[src/rtl/mem_bus_arbiter_pkg.sv]
// Shared definitions for the memory bus arbiter: FSM state encodings,
// pipeline stall-vector bit positions and the fetch byte-lane mask.
package mem_bus_arbiter_pkg;

   typedef enum logic [2:0] {
      ArbIdle    = 3'd0,
      ArbIfBusy  = 3'd1,
      ArbMemBusy = 3'd2,
      ArbIfDone  = 3'd3,
      ArbMemDone = 3'd4
   } arb_state_t;

   localparam int unsigned StallIfIdx  = 1;
   localparam int unsigned StallMemIdx = 4;

   localparam logic [3:0] SelFetch = 4'b1111;

   // True while a bus transaction is outstanding.
   function automatic logic is_busy(input arb_state_t s);
      return (s == ArbIfBusy) || (s == ArbMemBusy);
   endfunction

endpackage

[src/rtl/mem_bus_arbiter_arb_watchdog.sv]
// Bus watchdog: counts cycles spent waiting for bus_ack and flags expiry
// on the TIMEOUT_CYCLES-th busy cycle without an ack. Only instantiated
// when ARB_TIMEOUT_EN is defined.
module arb_watchdog
   import mem_bus_arbiter_pkg::*;
#(
   parameter int unsigned TIMEOUT_CYCLES = 255
) (
   input  logic       i_clk,
   input  logic       i_rst,
   input  arb_state_t i_state,
   input  logic       i_ack,
   output logic       o_expired
);

   localparam int unsigned CntW = (TIMEOUT_CYCLES > 1) ? $clog2(TIMEOUT_CYCLES) : 1;
   localparam logic [CntW-1:0] Limit = CntW'(TIMEOUT_CYCLES - 1);

   logic            w_busy;
   logic [CntW-1:0] r_count;

   assign w_busy    = is_busy(i_state);
   assign o_expired = w_busy && !i_ack && (r_count == Limit);

   // Busy-cycle counter; clears on ack, on expiry and whenever not busy.
   always_ff @(posedge i_clk) begin
      if (!i_rst) begin
         r_count <= '0;
      end else if (!w_busy || i_ack || o_expired) begin
         r_count <= '0;
      end else begin
         r_count <= r_count + 1'b1;
      end
   end

endmodule

[src/rtl/mem_bus_arbiter.sv]
// Arbitrates the IF fetch port and the MEM data port onto one external bus
// with a req/ack handshake. MEM wins same-cycle contests. Returned data is
// held in per-port buffers until the pipeline releases the stalled stage.
// Optional feature macro: ARB_TIMEOUT_EN (bus watchdog with bus_err pulse).
module mem_bus_arbiter
   import mem_bus_arbiter_pkg::*;
#(
   parameter int unsigned TIMEOUT_CYCLES = 255
) (
   input  logic        clk,
   input  logic        rst,
   input  logic [5:0]  stall,
   input  logic        flush,
   input  logic        if_req,
   input  logic [31:0] if_addr,
   output logic [31:0] if_rdata,
   output logic        if_stallreq,
   input  logic        mem_ce,
   input  logic        mem_we,
   input  logic [3:0]  mem_sel,
   input  logic [31:0] mem_addr,
   input  logic [31:0] mem_wdata,
   output logic [31:0] mem_rdata,
   output logic        mem_stallreq,
   output logic        bus_req,
   output logic        bus_we,
   output logic [3:0]  bus_sel,
   output logic [31:0] bus_addr,
   output logic [31:0] bus_wdata,
   input  logic [31:0] bus_rdata,
   input  logic        bus_ack,
   output logic        bus_err
);

   arb_state_t  r_state;
   arb_state_t  w_next;
   logic        r_abort;
   logic        w_abort;
   logic        w_timeout;
   logic        w_finish;
   logic [31:0] w_rdata_in;
   logic        r_bus_req;
   logic        r_bus_we;
   logic [3:0]  r_bus_sel;
   logic [31:0] r_bus_addr;
   logic [31:0] r_bus_wdata;
   logic [31:0] r_if_rdata;
   logic [31:0] r_mem_rdata;
   logic        w_unused_stall;

   assign w_unused_stall = ^{stall[5], stall[3:2], stall[0]};

`ifdef ARB_TIMEOUT_EN
   logic r_bus_err;

   arb_watchdog #(
      .TIMEOUT_CYCLES(TIMEOUT_CYCLES)
   ) u_watchdog (
      .i_clk    (clk),
      .i_rst    (rst),
      .i_state  (r_state),
      .i_ack    (bus_ack),
      .o_expired(w_timeout)
   );

   // One-cycle error pulse registered from the watchdog expiry.
   always_ff @(posedge clk) begin
      if (!rst) begin
         r_bus_err <= 1'b0;
      end else begin
         r_bus_err <= w_timeout;
      end
   end

   assign bus_err = r_bus_err;
`else
   logic [31:0] w_unused_timeout;

   assign w_unused_timeout = TIMEOUT_CYCLES;
   assign w_timeout        = 1'b0;
   assign bus_err          = 1'b0;
`endif

   // A flush arriving in the same cycle as the ack still aborts the result.
   assign w_abort    = r_abort || flush;
   assign w_finish   = bus_ack || w_timeout;
   assign w_rdata_in = bus_ack ? bus_rdata : '0;

   // State register.
   always_ff @(posedge clk) begin
      if (!rst) begin
         r_state <= ArbIdle;
      end else begin
         r_state <= w_next;
      end
   end

   // Next-state logic.
   always_comb begin
      w_next = r_state;
      case (r_state)
         ArbIdle: begin
            if (mem_ce) begin
               w_next = ArbMemBusy;
            end else if (if_req && !flush) begin
               w_next = ArbIfBusy;
            end
         end
         ArbIfBusy: begin
            if (w_finish) begin
               w_next = w_abort ? ArbIdle : ArbIfDone;
            end
         end
         ArbMemBusy: begin
            if (w_finish) begin
               w_next = w_abort ? ArbIdle : ArbMemDone;
            end
         end
         ArbIfDone: begin
            if (!stall[StallIfIdx] || flush) begin
               w_next = ArbIdle;
            end
         end
         ArbMemDone: begin
            if (!stall[StallMemIdx] || flush) begin
               w_next = ArbIdle;
            end
         end
         default: w_next = ArbIdle;
      endcase
   end

   // Bus request registers, abort flag and per-port read buffers.
   always_ff @(posedge clk) begin
      if (!rst) begin
         r_bus_req   <= 1'b0;
         r_bus_we    <= 1'b0;
         r_bus_sel   <= '0;
         r_bus_addr  <= '0;
         r_bus_wdata <= '0;
         r_if_rdata  <= '0;
         r_mem_rdata <= '0;
         r_abort     <= 1'b0;
      end else begin
         case (r_state)
            ArbIdle: begin
               if (mem_ce) begin
                  r_bus_req   <= 1'b1;
                  r_bus_we    <= mem_we;
                  r_bus_sel   <= mem_sel;
                  r_bus_addr  <= mem_addr;
                  r_bus_wdata <= mem_wdata;
               end else if (if_req && !flush) begin
                  r_bus_req   <= 1'b1;
                  r_bus_we    <= 1'b0;
                  r_bus_sel   <= SelFetch;
                  r_bus_addr  <= if_addr;
                  r_bus_wdata <= '0;
               end
            end
            ArbIfBusy, ArbMemBusy: begin
               if (flush) begin
                  r_abort <= 1'b1;
               end
               if (w_finish) begin
                  r_bus_req <= 1'b0;
                  r_abort   <= 1'b0;
                  if (!w_abort) begin
                     if (r_state == ArbIfBusy) begin
                        r_if_rdata <= w_rdata_in;
                     end else begin
                        r_mem_rdata <= w_rdata_in;
                     end
                  end
               end
            end
            default: ;
         endcase
      end
   end

   assign bus_req      = r_bus_req;
   assign bus_we       = r_bus_we;
   assign bus_sel      = r_bus_sel;
   assign bus_addr     = r_bus_addr;
   assign bus_wdata    = r_bus_wdata;
   assign if_rdata     = r_if_rdata;
   assign mem_rdata    = r_mem_rdata;
   assign if_stallreq  = if_req && (r_state != ArbIfDone);
   assign mem_stallreq = mem_ce && (r_state != ArbMemDone);

endmodule

[config.mk]
export PLATFORM = sky130hd
export DESIGN_NAME = mem_bus_arbiter
export DESIGN_NICKNAME = d
export VERILOG_FILES = /design/src/rtl/mem_bus_arbiter_pkg.sv /design/src/rtl/mem_bus_arbiter_arb_watchdog.sv /design/src/rtl/mem_bus_arbiter.sv
export SDC_FILE = /design/constraint.sdc
export NUM_CORES = 1
export LEC_CHECK = 0
export ABC_CLOCK_PERIOD_IN_PS = 3600
export CAP_MARGIN = 20
export CORE_ASPECT_RATIO = 0.7
export CORE_UTILIZATION = 50
export CTS_CLUSTER_DIAMETER = 40
export DETAILED_ROUTE_END_ITERATION = 12
export DONT_BUFFER_PORTS = 1
export PLACE_DENSITY_LB_ADDON = 0.08
export REMOVE_ABC_BUFFERS = 1
export SYNTH_ARGS = -nofsm -noshare
export SYNTH_HDL_FRONTEND = slang
export SYNTH_SLANG_ARGS = --single-unit
[constraint.sdc]
create_clock -name clk -period 3.6 [get_ports clk]
set_clock_uncertainty 0.05 [all_clocks]
set_input_delay 0.18 -clock clk [delete_from_list [all_inputs] [get_ports clk]]
set_output_delay 0.18 -clock clk [all_outputs]
set_load 0.02 [all_outputs]
==> impl_metrics.yaml <==
global_route:
  gr-usage-met1_pct: 28.64
  grt_pass1_wl_mm: 24.56
  grt_pass1_vias: 4783
  grt_max_degree: 136
  track_usage_pct: 25.56
  grt_busiest_layer: "met2"
  antenna_found_initial: 1
  use_met2_pct: 44.68
  overflow: 0
  met3_usage_pct: 8.320
clock_tree:
  post_cts_buffers: 0
  path_clk_slew_ps: 60
  clock_sinks: 138
  insertion_delay_ps: 400
  cts_tree: "built"
  cts_root_buf: "clkbuf_16"
  cts_buffers: 17
  max-clock-path-buffers: 2
  htree_levels: 4
pwr:
  power_frac_seq_pct: 45.0
  p_per_area_nw_per_um2: 624.2
  p_switching_mw: 1.522
  p_leak_nw: 3.095
  clkPwrFrac_pct: 37.1
  p_int_mw: 3.291
  switching_share_pct: 31.62
  pwr-share-comb_pct: 17.8
  peakVddDrop_mv: 0.3892
floorplan:
  die_w_um: 131.3
  die_area_um2: 12150
  ios: 282
  num_rows: 32
  die_y_um: 92.51
  initial_core_util_pct: 52.19
  coreArea_um2: 11210
layout:
  register_area_um2: 2763
  final_cells: 862
  syn2layout_area_growth_pct: 31.78
  layout_common_cells: "nand2_1, dfxtp_1, dlygate4sd3_1"
  fillers: 818
  finish.utilization_pct: 68.77
  drive_above_1_share_pct: 15.56
  multiInputGateArea_um2: 2725
  fin_nets: 839
  final_common_cell: "nand2_1"
route:
  route.detailed.drc: 0
  vias: 4688
  routed_wl_mm: 15.78
  firstDrtPassIters: 6
  drt_first_iter_violations: 243
  avgRoutedWirePerCell_um: 18.31
  ant_nets: 0
  vias_per_cell: 5.439
setup_path:
  cp-end-kind: "register"
  worstPathRequired_ps: 3850
  start_kind: "register"
  cp_slowest_stage_delay_ps: 790
  reg2reg_to: "bus_addr[25]"
  crit_fanout: 51
  crit_chain: "nor3_2, o21a_2, nand2_1, o211a_1, dlygate4sd3_1"
  ff2ff_setup_slack_ps: 1070
  cp_slowest_cell: "o21a_2"
  arrival_ps: 2780
  path_class: "reg2reg"
  timing.rr.start: "r_state[2]"
  r2r_cells: 5
placed_design:
  hpwl_mm: 9.045
  numPortBuffers: 0
  gp_congestion: 0.7562
  dp.cells: 696
timing:
  fmax_ghz: 0.3950
  post-route-period-util_pct: 70.32
  period_minus_slack_ps: 2532
  hold_violations: 1
  final_max_slew_viol_count: 0
  setup_viol: 0
  rsz0062_at_grt: "no"
  holdWs_ps: -0.5528
  maxSlewHeadroom_pct: 40.80
  fin_tns_setup_ps: 0
  worst_pin_slew_ps: 888.1
yosys:
  synthArstFlopShare_pct: 0
  yosys.cell_types.count: 33
  ys_seq_area_share_pct: 47.22
  synth-edff-count: 0
  synth_flop_cell: "dfxtp_1"
  synthesis.area_um2: 5851
  synth.avg_cell_area_um2: 9.950
  yosys_warnings: 0
  ys_ff_latch: 138
  synthCells: 588
hold_path:
  hold_path_startpoint: "if_addr[29]"
  hold-path-endpoint: "bus_addr[29]"
  holdPathStages: 3
  holdCritPathClass: "in2reg"
status:
  violations: "negative hold slack"
  status: "finished with violations"
flow_run:
  maxCapViolCount: 0
-- routing by layer --
metal / vias to the layer above / share of wire [%] / wire length, µm
met4: 0 / 2.0 / 313
met3: 27 / 8.3 / 1307
met5: - / 0 / 0
met2: 218 / 51 / 8124
met1: 2219 / 38 / 6035
li1: 2224 / - / -
-- through the flow --
stage / instance area [µm²] / power, mW / worst slack (ps) / hold WS (ps)
3_5_place_dp: 5732 / 2.856 / 1334 / 262.4
6_report: 7710 / 4.812 / 1068 / -0.5528
3_3_place_gp: 5732 / 2.827 / 1437 / 259.0
4_1_cts: 7680 / 4.804 / 1098 / 0.5224
5_1_grt: 7707 / 5.018 / 867.2 / 8.485
2_1_floorplan: 5483 / 2.662 / 1236 / 247.8
-- sequential cells by signal (all words and copies together) (netlist names) --
name       flops
bus_addr      32
bus_sel        4
r_abort        1
if_rdata      32
bus_req        1
mem_rdata     32
r_state        3
bus_we         1
bus_wdata     32
-- worst max path at each step --
stage,start,endpoint,slack [ps],depth (start not counted)
finish,r_state[2],bus_addr[25],1070,5
global route,r_state[2],bus_addr[25],870,5
CTS,r_state[2],bus_addr[25],1100,5
detailed placement,r_state[2],bus_wdata[11],1330,4
global placement,r_state[2],bus_addr[14],1440,5
floorplan,r_state[2],bus_sel[0],1240,3
-- critical path: cells and delay by family, from the launching register on --
family	cells	cell delay, ps
compound gates	2	950
buf+inv	1	540
flops	1	420
simple gates	2	450
-- timing repair --
item                                   CTS  global route
endpoints found under the hold margin  138             0
resized for setup                        0             0
hold buffers                           131             0
-- area by class of cell --
type                            count  share of cell area [%]
Timing Repair Buffer              139                   18.24
Clock buffer                       19                   5.875
Tap cell                          153                   2.483
Sequential cell                   138                   35.83
Multi-Input combinational cell    398                   35.35
Clock inverter                     13                   2.158
Antenna cell                        2                 0.06491
-- cell families (layout without fill, tap and decap cells) --
family,after synthesis,count (layout),synth area share [%]
simple gates,220,220,17.04
compound gates,142,142,23.42
flops,138,138,47.22
buf+inv,52,171,6.288
mux,34,34,5.817
other cells,1,3,0.06410
xor+xnor,1,1,0.1497
-- power groups by stage --
| stage | clock network (mW) | registers (mW) | logic, mW |
|---|---|---|---|
| floorplan | 0 | 2.13 | 0.527 |
| global placement | 0 | 2.19 | 0.635 |
| detailed placement | 0 | 2.19 | 0.664 |
| CTS | 1.82 | 2.16 | 0.819 |
| global route | 1.89 | 2.19 | 0.940 |
| finish | 1.79 | 2.17 | 0.858 |
-- cells in the mapped netlist (2+ instances only) --
master / count / area, µm²
a22oi_1: 33 / 247.7
buf_12: 6 / 120.1
a21boi_2: 59 / 664.4
buf_4: 5 / 37.54
o211a_1: 32 / 320.3
dfxtp_1: 138 / 2763
nand2_1: 163 / 611.8
nor2b_1: 35 / 219.0
o221a_2: 4 / 45.04
nand3b_1: 2 / 15.01
buf_2: 15 / 75.07
mux2i_1: 34 / 340.3
o21ai_0: 3 / 15.01
and3b_1: 2 / 17.52
o21a_1: 3 / 22.52
clkbuf_1: 21 / 78.83
nor3b_1: 3 / 22.52
a21boi_0: 6 / 45.04
buf_6: 5 / 56.30
nor2_1: 6 / 22.52
No activity file was read; power rests on OpenSTA's default activity.
